[src/rtl/picorv32_lite.sv]
// Compact multi-cycle RV32I core with the PicoRV32 native memory bus.
// FETCH -> EXEC -> (MEM) -> FETCH; every bus output is registered.
module picorv32_lite #(
   parameter logic [31:0] PROGADDR_RESET = 32'h0000_0000
) (
   input  logic        clk,
   input  logic        reset,
   output logic        mem_valid,
   output logic        mem_instr,
   input  logic        mem_ready,
   output logic [31:0] mem_addr,
   output logic [31:0] mem_wdata,
   output logic [3:0]  mem_wstrb,
   input  logic [31:0] mem_rdata,
   output logic        pcpi_valid,
   output logic [31:0] pcpi_insn,
   output logic [31:0] pcpi_rs1,
   output logic [31:0] pcpi_rs2,
   input  logic        pcpi_wr,
   input  logic [31:0] pcpi_rd,
   input  logic        pcpi_wait,
   input  logic        pcpi_ready,
   input  logic [31:0] irq,
   output logic [31:0] eoi,
   output logic        trap
);
   typedef enum logic [1:0] {FETCH, EXEC, MEM, TRAP} state_t;

   state_t      state, state_next;
   logic [31:0] pc, pc_next, insn, insn_next;
   logic [1:0]  ls_off, ls_off_next;
   logic        mem_valid_next, mem_instr_next, trap_next;
   logic [31:0] mem_addr_next, mem_wdata_next;
   logic [3:0]  mem_wstrb_next;
   logic        rf_we;
   logic [31:0] rf_wdata;
   logic [31:0] regs [1:31];
   logic        unused_inputs;

   assign pcpi_valid = 1'b0;
   assign pcpi_insn  = 32'd0;
   assign pcpi_rs1   = 32'd0;
   assign pcpi_rs2   = 32'd0;
   assign eoi        = 32'd0;
   assign unused_inputs = ^{pcpi_wr, pcpi_rd, pcpi_wait, pcpi_ready, irq};

   logic [6:0]  opcode, f7;
   logic [4:0]  rd, rs1, rs2;
   logic [2:0]  f3;
   logic [31:0] imm_i, imm_s, imm_b, imm_u, imm_j, rs1_val, rs2_val;
   assign opcode = insn[6:0];
   assign rd     = insn[11:7];
   assign f3     = insn[14:12];
   assign rs1    = insn[19:15];
   assign rs2    = insn[24:20];
   assign f7     = insn[31:25];
   assign imm_i  = {{20{insn[31]}}, insn[31:20]};
   assign imm_s  = {{20{insn[31]}}, insn[31:25], insn[11:7]};
   assign imm_b  = {{19{insn[31]}}, insn[31], insn[7], insn[30:25], insn[11:8], 1'b0};
   assign imm_u  = {insn[31:12], 12'd0};
   assign imm_j  = {{11{insn[31]}}, insn[31], insn[19:12], insn[20], insn[30:21], 1'b0};
   assign rs1_val = (rs1 == 5'd0) ? 32'd0 : regs[rs1];
   assign rs2_val = (rs2 == 5'd0) ? 32'd0 : regs[rs2];

   // Shared ALU for OP and OP-IMM; insn[30] selects SUB/SRA only where legal.
   logic [31:0] alu_b, alu_out;
   logic        alu_alt;
   logic [4:0]  shamt;
   always_comb begin
      alu_b   = (opcode == 7'b0110011) ? rs2_val : imm_i;
      alu_alt = insn[30] && ((opcode == 7'b0110011) || (f3 == 3'b101));
      shamt   = alu_b[4:0];
      case (f3)
         3'b000:  alu_out = alu_alt ? rs1_val - alu_b : rs1_val + alu_b;
         3'b001:  alu_out = rs1_val << shamt;
         3'b010:  alu_out = {31'd0, $signed(rs1_val) < $signed(alu_b)};
         3'b011:  alu_out = {31'd0, rs1_val < alu_b};
         3'b100:  alu_out = rs1_val ^ alu_b;
         3'b101:  alu_out = alu_alt ? $unsigned($signed(rs1_val) >>> shamt) : rs1_val >> shamt;
         3'b110:  alu_out = rs1_val | alu_b;
         default: alu_out = rs1_val & alu_b;
      endcase
   end

   logic [31:0] pc_plus4, br_target, jal_target, jalr_target, ls_addr, lane, load_val;
   assign pc_plus4    = pc + 32'd4;
   assign br_target   = pc + imm_b;
   assign jal_target  = pc + imm_j;
   assign jalr_target = (rs1_val + imm_i) & 32'hFFFF_FFFE;
   assign ls_addr     = rs1_val + ((opcode == 7'b0100011) ? imm_s : imm_i);
   assign lane        = mem_rdata >> {ls_off, 3'b000};

   always_comb begin
      case (f3)
         3'b000:  load_val = {{24{lane[7]}}, lane[7:0]};
         3'b001:  load_val = {{16{lane[15]}}, lane[15:0]};
         3'b100:  load_val = {24'd0, lane[7:0]};
         3'b101:  load_val = {16'd0, lane[15:0]};
         default: load_val = lane;
      endcase
   end

   // Next-state, next-output and register writeback for every state.
   logic illegal, taken;
   always_comb begin
      state_next     = state;
      pc_next        = pc;
      insn_next      = insn;
      ls_off_next    = ls_off;
      mem_valid_next = mem_valid;
      mem_instr_next = mem_instr;
      mem_addr_next  = mem_addr;
      mem_wdata_next = mem_wdata;
      mem_wstrb_next = mem_wstrb;
      trap_next      = trap;
      rf_we          = 1'b0;
      rf_wdata       = alu_out;
      illegal        = 1'b0;
      taken          = 1'b0;
      case (state)
         FETCH: begin
            if (!mem_valid) begin
               mem_valid_next = 1'b1;
               mem_instr_next = 1'b1;
               mem_addr_next  = pc;
               mem_wstrb_next = 4'd0;
            end else if (mem_ready) begin
               mem_valid_next = 1'b0;
               insn_next      = mem_rdata;
               state_next     = EXEC;
            end
         end
         EXEC: begin
            pc_next    = pc_plus4;
            state_next = FETCH;
            case (opcode)
               7'b0110111: begin rf_we = 1'b1; rf_wdata = imm_u; end
               7'b0010111: begin rf_we = 1'b1; rf_wdata = pc + imm_u; end
               7'b1101111: begin
                  illegal  = jal_target[1];
                  rf_we    = 1'b1;
                  rf_wdata = pc_plus4;
                  pc_next  = jal_target;
               end
               7'b1100111: begin
                  illegal  = (f3 != 3'b000) || jalr_target[1];
                  rf_we    = 1'b1;
                  rf_wdata = pc_plus4;
                  pc_next  = jalr_target;
               end
               7'b1100011: begin
                  case (f3)
                     3'b000:  taken = rs1_val == rs2_val;
                     3'b001:  taken = rs1_val != rs2_val;
                     3'b100:  taken = $signed(rs1_val) < $signed(rs2_val);
                     3'b101:  taken = $signed(rs1_val) >= $signed(rs2_val);
                     3'b110:  taken = rs1_val < rs2_val;
                     3'b111:  taken = rs1_val >= rs2_val;
                     default: illegal = 1'b1;
                  endcase
                  if (taken) begin
                     pc_next = br_target;
                     illegal = br_target[1];
                  end
               end
               7'b0000011, 7'b0100011: begin
                  if (opcode == 7'b0000011)
                     illegal = (f3 == 3'b011) || (f3[2:1] == 2'b11) || (f3 == 3'b110);
                  else
                     illegal = f3[2] || (f3 == 3'b011);
                  if ((f3[1:0] == 2'b01 && ls_addr[0]) || (f3[1:0] == 2'b10 && ls_addr[1:0] != 2'b00))
                     illegal = 1'b1;
                  state_next     = MEM;
                  ls_off_next    = ls_addr[1:0];
                  mem_addr_next  = {ls_addr[31:2], 2'b00};
                  mem_instr_next = 1'b0;
                  mem_wstrb_next = 4'd0;
                  if (opcode == 7'b0100011) begin
                     case (f3[1:0])
                        2'b00: begin
                           mem_wdata_next = {4{rs2_val[7:0]}};
                           mem_wstrb_next = 4'b0001 << ls_addr[1:0];
                        end
                        2'b01: begin
                           mem_wdata_next = {2{rs2_val[15:0]}};
                           mem_wstrb_next = 4'b0011 << ls_addr[1:0];
                        end
                        default: begin
                           mem_wdata_next = rs2_val;
                           mem_wstrb_next = 4'b1111;
                        end
                     endcase
                  end
               end
               7'b0010011: begin
                  if (f3 == 3'b001)      illegal = f7 != 7'd0;
                  else if (f3 == 3'b101) illegal = (f7 != 7'd0) && (f7 != 7'h20);
                  rf_we = 1'b1;
               end
               7'b0110011: begin
                  illegal = !((f7 == 7'd0) || (f7 == 7'h20 && (f3 == 3'b000 || f3 == 3'b101)));
                  rf_we   = 1'b1;
               end
               7'b0001111: illegal = f3 != 3'b000;
               default:    illegal = 1'b1;
            endcase
            if (illegal) begin
               rf_we          = 1'b0;
               pc_next        = pc;
               state_next     = TRAP;
               trap_next      = 1'b1;
               ls_off_next    = ls_off;
               mem_addr_next  = mem_addr;
               mem_instr_next = mem_instr;
               mem_wdata_next = mem_wdata;
               mem_wstrb_next = mem_wstrb;
            end
         end
         MEM: begin
            if (!mem_valid) begin
               mem_valid_next = 1'b1;
            end else if (mem_ready) begin
               mem_valid_next = 1'b0;
               state_next     = FETCH;
               if (opcode == 7'b0000011) begin
                  rf_we    = 1'b1;
                  rf_wdata = load_val;
               end
            end
         end
         default: begin
            trap_next      = 1'b1;
            mem_valid_next = 1'b0;
         end
      endcase
   end

   always_ff @(posedge clk or posedge reset) begin
      if (reset) begin
         state     <= FETCH;
         pc        <= PROGADDR_RESET;
         insn      <= 32'd0;
         ls_off    <= 2'd0;
         mem_valid <= 1'b0;
         mem_instr <= 1'b0;
         mem_addr  <= 32'd0;
         mem_wdata <= 32'd0;
         mem_wstrb <= 4'd0;
         trap      <= 1'b0;
      end else begin
         state     <= state_next;
         pc        <= pc_next;
         insn      <= insn_next;
         ls_off    <= ls_off_next;
         mem_valid <= mem_valid_next;
         mem_instr <= mem_instr_next;
         mem_addr  <= mem_addr_next;
         mem_wdata <= mem_wdata_next;
         mem_wstrb <= mem_wstrb_next;
         trap      <= trap_next;
      end
   end

   // Register file is deliberately left unreset.
   always_ff @(posedge clk) begin
      if (rf_we && rd != 5'd0)
         regs[rd] <= rf_wdata;
   end
endmodule

[config.mk]
export PLATFORM = sky130hd
export DESIGN_NAME = picorv32_lite
export DESIGN_NICKNAME = d
export VERILOG_FILES = /design/src/rtl/picorv32_lite.sv
export SDC_FILE = /design/constraint.sdc
export NUM_CORES = 2
export LEC_CHECK = 0
export ABC_CLOCK_PERIOD_IN_PS = 11200
export BUFFER_PORTS_ARGS = -buffer_cell sky130_fd_sc_hd__buf_2
export CORE_UTILIZATION = 63
export DETAILED_ROUTE_END_ITERATION = 16
export HOLD_SLACK_MARGIN = 0.06
export PLACE_DENSITY = 0.79
export SYNTH_ARGS = -nofsm -noshare
export SYNTH_HDL_FRONTEND = slang
export SYNTH_SLANG_ARGS = --single-unit
[constraint.sdc]
create_clock -name clk -period 11.2 [get_ports clk]
set_input_delay 1.12 -clock clk [delete_from_list [all_inputs] [get_ports clk]]
set_output_delay 1.12 -clock clk [all_outputs]
set_load 0.03 [all_outputs]
# Word-level counts from Yosys, hierarchy flattened
# Memories as Yosys holds them, arrays and structs flattened.
# Index checks and enable logic that the tools add are counted.
[classes]
n_shift = 6
bitwise_logic = 5
div = 0
eq_ne = 34
muxes = 61
n_reduce_logical = 40
n_addsub = 8
order_cmp = 6
mul = 0
[op_table]
columns = ["op", "count"]
rows = [
  ["2-to-1 mux 32 bit", 12],
  ["case mux 32 bit (7 select lines)", 1],
  ["adder 32 bit", 6],
  ["case mux 32 bit (2 select lines)", 3],
  ["case mux 32 bit (3 select lines)", 2],
  ["< comparator 32 bit", 4],
  ["case mux 32 bit (4 select lines)", 1],
  ["greater-or-equal comparator 32 bit", 2],
  ["right shift 32 x 5 -> 32 bit", 2],
  ["adder 32 x 3 -> 32 bit (second input constant)", 1],
  ["bitwise AND 32 bit", 1],
  ["equality test 32 bit", 1],
  ["!= test 32 bit", 1],
  ["bitwise OR 32 bit", 1],
  ["<< shifter 32 x 5 -> 32 bit", 1],
  [">>> shifter 32 x 5 -> 32 bit", 1],
  ["subtractor 32 bit", 1],
  ["XOR 32 bit", 1],
  ["equality test 7 x 6 -> 1 bit (second input constant)", 4],
  ["2-to-1 mux 1 bit", 22],
  ["equality test 7 bit (second input constant)", 3],
  ["2-to-1 mux 4 bit", 4],
  ["case mux 4 bit (2 select lines)", 2],
  ["equality test 7 x 5 -> 1 bit (second input constant)", 2],
  ["other kinds (36)", 81],
]
[totals]
output_inout_bits = 200
mem_count = 1
ff_bits = 139
wordCells = 171
latchBits = 0
rom_bits = 0
mem_bits_rw = 992
in_bits = 102
[mem_list]
columns = ["memory", "depth", "word_bits", "read_ports", "rd_ports_with_merged_regs", "wr", "line", "source"]
rows = [
  ["regs", 31, 32, 2, 0, 1, "37", "logic [31:0] regs [1:31];"],
]

# Logic depth before layout (Yosys ltp)
[depth]
word_depth = 14
mapped_depth = 28
ltp_nobuf = 19

# Worst setup path before layout
# OpenSTA, ideal clock, no wires.
[synth_timing]
kind = "reg2reg"
start = "register insn[20]"
end = "memory regs[19][0], enable pin"
setup_ns = 0.502
stages_incl_launch_ff = 24
setup_slack_ns = 1.880
path_buffers = 7
t_arrival_ns = 8.818
synth_period_minus_slack_ns = 9.320
cell_sequence = "dfrtp_1 buf_6 buf_6 buf_6 buf_6 buf_4 buf_2 buf_1 mux4_2 mux4_2 a32o_1 inv_1 ha_1 a21o_1 a21o_1 a211o_1 o211ai_1 a21oi_1 nor2_1 a311o_1 a211oi_1 o31ai_1 nand3_1 nor4_1"
[synth_via]
elab_chain_cells = 14
word_cells_on_any_way = 29
[synth_rtl]
columns = ["item", "line", "source"]
rows = [
  ["start: declaration", "30", "logic [31:0] pc, pc_next, insn, insn_next;"],
  ["start signal: assignment", "253", "insn <= insn_next;"],
  ["memory read (31 x 32 bit) / zero test 5 bit (equally long branches)", "--", ""],
  ["2-to-1 mux 32 bit", "63", "assign rs2_val = (rs2 == 5'd0) ? 32'd0 : regs[rs2];"],
  ["greater-or-equal comparator 32 bit (tied with other cells)", "158", "3'b111: taken = rs1_val >= rs2_val;"],
  ["case mux 1 bit (6 select lines)", "152", "case (f3)"],
  ["2-to-1 mux 1 bit", "136", "case (opcode)"],
  ["2-to-1 mux 1 bit", "120", "case (state)"],
  ["2-to-1 mux 1 bit", "161", "if (taken) begin"],
  ["case mux 1 bit (8 select lines) *", "136", ""],
  ["2-to-1 mux 1 bit *", "120", ""],
  ["2-to-1 mux 1 bit *", "207", "if (illegal) begin"],
  ["case mux 1 bit (2 select lines) *", "120", ""],
  ["logical AND 1 bit *", "266", "if (rf_we && rd != 5'd0)"],
  ["2-to-1 mux 1 bit *", "266", ""],
  ["2-to-1 mux 1 bit (implied by the code) *", "267", "regs[rd] <= rf_wdata;"],
  ["end: declaration", "37", ""],
]
# Every way passes the cells marked *; elsewhere a longest branch is shown, timed or not. The select of a mux whose other input is x is not followed.

# Final worst setup path
[layout_timing]
start = "register insn[17]"
end = "memory regs[3][4], enable pin"
[layout_via]
elab_chain_cells = 14
word_cells_on_any_way = 28
[layout_rtl]
columns = ["item", "line", "source"]
rows = [
  ["memory read (31 x 32 bit) / zero test 5 bit (equally long branches)", "--", ""],
  ["2-to-1 mux 32 bit *", "62", "assign rs1_val = (rs1 == 5'd0) ? 32'd0 : regs[rs1];"],
  ["greater-or-equal comparator 32 bit (tied with other cells)", "158", ""],
  ["case mux 1 bit (6 select lines) / nonzero test 2 bit (equally long branches)", "152, 171", ""],
  ["2-to-1 mux 1 bit / logical AND 1 bit (equally long branches)", "136, 171", ""],
  ["2-to-1 mux 1 bit / logical OR 1 bit (equally long branches)", "120, 171", ""],
  ["2-to-1 mux 1 bit (on tied branches)", "161, 171", ""],
  ["case mux 1 bit (8 select lines) *", "136", ""],
  ["2-to-1 mux 1 bit *", "120", ""],
  ["2-to-1 mux 1 bit *", "207", ""],
  ["case mux 1 bit (2 select lines) *", "120", ""],
  ["logical AND 1 bit *", "266", ""],
  ["2-to-1 mux 1 bit *", "266", ""],
  ["2-to-1 mux 1 bit (implied by the code) *", "267", ""],
]
# Marks and branches as above.

==> out/qor.yml <==
grt:
  grt_max_degree: 86
  grt_antenna_before_repair: 12
  grt_usage_pct: 52.7
  grt_pass1_wl_um: 433000
  grt_pass1_vias: 58292
  grt-ovfl-total: 0
setup_path:
  worst_setup_path_end_kind: "flip-flop"
  max_stage_delay_ns: 1.05
  cp-start-kind: "flip-flop"
  crit_chain: "buf_4, and3b_1, a222oi_1, a22oi_1, o2111ai_2, inv_1, ha_1, nand4_1, nor2_1, o2111ai_1, nand4_1, nor2_1, mux2_2, a211oi_1, o31ai_1, buf_4, nand3b_1, buf_4, nor4_2, buf_4"
  crit_slowest_cell: "and3b_1"
  path_delay_family: "simple AND/OR/NAND/NOR gates"
  cp.arrival_ns: 10.04
  crit_type: "flip-flop to flip-flop"
  timing.critical_path.buf_inv: 5
  rrSetupSlack_ns: 1.55
  cp.required_ns: 11.59
  cpMostUsedCell: "buf_4"
  critical_path.max_fanout: 36
placement:
  pre_cts_ws_ns: 2.49
  dp_cells: 7377
  place_hpwl_um: 194000
  io_buffers: 105
  place.gp.congestion: 1.11
  placed_area_mm2: 0.0747
outcome:
  violations: "max-capacitance violations, max-slew violations"
  status: "complete, but fails checks"
floorplanning:
  num_io_pins: 302
  die_h_um: 341
  fp.dieArea_mm2: 0.116
  die_x_um: 341
  start_util_pct: 63.5
  core_area_mm2: 0.114
  rows: 124
timing:
  final.period_utilization_pct: 86.2
  rsz0062_at_grt: "no"
  max_slew_margin_pct: -0.339
  skew_ns: 0.0840
  setup_ws_ns: 1.55
  worstMarginPinSlew_ns: 1.49
  drv_slew: 1
  tns_ns: 0
  min_period_ns: 9.65
  max_freq_ghz: 0.104
  finalHoldViolations: 0
  setup_viol: 0
synth:
  synth_cells: 6000
  synth_area_leaders: "edfxtp_1 (41%), mux4_2 (14%), dfrtp_1 (4.8%)"
  synth_seq_cells: 1130
  synth_area_mm2: 0.0725
  yosys.area.top_type: "edfxtp_1"
  synth.avg_cell_area_um2: 12.1
  synth.distinct_cells: 110
  synth_top_area_share_pct: 41.1
  postSynth.asyncResetShare_pct: 12.2
  yosysWarnings: 0
  ys.flop_type: "edfxtp_1"
  synth.yosys.seq_area_share_pct: 45.9
  synth-edff-count: 992
clocking:
  cts_root_buf: "clkbuf_16"
  worstSkewPairLatency_ns: 0.78
  clk_pin_slew_ns: 0.06
  postCtsSetupRepairBufs: 0
  cts_tree: "built"
  cts_buffers: 113
  hold_buffers: 0
  cts_resized: 0
  clock-sinks: 1130
  cts_buffer_depth: 3
  htree_levels: 3
final_layout:
  syn_to_final_growth_pct: 8.09
  fin_nets: 6311
  drive_gt1_share_pct: 19.7
  fillers: 7633
  finalInstanceArea_mm2: 0.0783
  final_cell_count_no_fill: 7588
drt:
  route.detailed.drc: 0
  ant_nets: 0
  drt_iter0_markers: 11788
  firstDrtPassIters: 9
  routed_wl_um: 310000
  vias_per_cell: 8.04
  vias: 61024
  routedWlPerCell_um: 40.8
min_path:
  hold_class: "flip-flop to flip-flop"
job:
  maxCapViolCount: 2
[state kept, by name, summed over array words and instances (netlist names)]
register and count:
regs 992, insn 32, pc 31, state 2
mem_addr 32, ls_off 2, mem_valid 1, mem_wdata 32
mem_instr 1, mem_wstrb 4, trap 1
[synth_stat cells, types with 14 or more instances]
cell        n
or3_1      17
a32o_1     14
nand2_1   443
o211ai_1   40
nor2_1    397
o21a_1     35
a21oi_1   431
and3_1     23
mux2i_1   289
o21bai_1   38
xnor2_1   100
mux4_2    438
nand4_1    39
edfxtp_1  992
clkbuf_1  235
nor3_1     60
buf_6      25
a211o_1    20
xor2_1     62
nor2b_1    59
o31ai_1    34
and2_1     17
mux4_1     18
inv_1     177
dfrtp_1   138
o221ai_1   29
a21o_1     77
buf_1      39
a22o_1     23
a21boi_0   20
nor4_1     24
a221o_1    26
buf_4     165
a221oi_1   63
nand3_1    82
o22ai_1    55
buf_2      89
ha_1      222
a31oi_1    40
o21ai_0   363
nand2b_1   17
a22oi_1    39
a211oi_1   75
mux2_2    123
[per-stage QoR]
step | hold WS (ns) | util [%]
CTS | 0.472 | 68.6
finish | 0.470 | 68.6
global route | 0.489 | 68.6
floorplan | 0.476 | -
detailed placement | 0.457 | 65.4
global placement | 0.442 | 65.4
[kinds of logic (layout without fill, tap and decap cells)]
family	after synthesis	after routing	share of synthesized area, %
compound gates	1602	1602	14.6
simple gates	1239	1239	7.69
flops	1130	1130	45.9
mux	887	887	20.5
buf+inv	750	694	5.36
fa+ha+maj	229	229	4.03
xor+xnor	162	162	1.96
other cells	1	133	0.00518
[per-layer routing]
metal	part of all wire, %	up-vias	GRT usage [%]
li1	-	23225	-
met1	32	28978	64.0
met2	42	6862	75.8
met3	16	1939	20.2
met4	10	20	40.9
met5	0.081	-	0.694
[layout by cell type, fill, tap and decap left out, drive strengths merged, types with 25 or more instances in the layout]
cell type  count
edfxtp       992
mux4         456
nand2        444
a21oi        432
nor2         397
o21ai        386
buf          301
mux2i        292
ha           222
inv          191
mux2         139
dfrtp        138
clkbuf       133
conb         129
xnor2        100
nand3         82
a211oi        77
a21o          77
a221oi        67
xor2          62
nor3          62
nor2b         59
o22ai         55
clkinv        52
o211ai        40
a31oi         40
nand4         39
a22oi         39
o21bai        38
o31ai         36
o21a          35
o221ai        29
a221o         26
nor4          25
[path summary, 6_finish.rpt]
| path | startpoint | end | cells past startpoint |
|---|---|---|---|
| worst max register to register | insn[17] | regs[3][4] | 20 |
| worst min register to register | mem_wdata[21] | mem_wdata[21] | 2 |
| min in group asynchronous | reset | pc[31] | 2 |
| max in group asynchronous | reset | mem_addr[31] | 3 |
| worst max-delay path | insn[17] | regs[3][4] | 20 |
| worst min-delay path | mem_wdata[21] | mem_wdata[21] | 2 |
[worst reg2reg max path: cells and delay by family (launching register included)]
kind | cells | cell delay [ns]
flip-flops | 1 | 1.01
multiplexers | 1 | 0.46
buffers and inverters | 5 | 2.24
AND/OR/NAND/NOR | 7 | 2.97
adder cells (fa/ha/maj) | 1 | 0.22
AO/OA/AOI/OAI | 6 | 2.42
[cell type report]
type / count / area [µm²] / share of cell area (%)
antenna: 4 / 10.0 / 0.0128
clock buffer: 133 / 2930 / 3.74
clock inverter: 74 / 699 / 0.893
inverter: 186 / 708 / 0.904
multi-input combinational: 4248 / 36300 / 46.4
sequential: 1130 / 33300 / 42.5
tap: 1512 / 1890 / 2.42
timing repair buffer: 301 / 2470 / 3.16
Power is left out: the tool's default activity adds up to more than one toggle a clock period on the data nets, which glitch-free logic cannot reach.
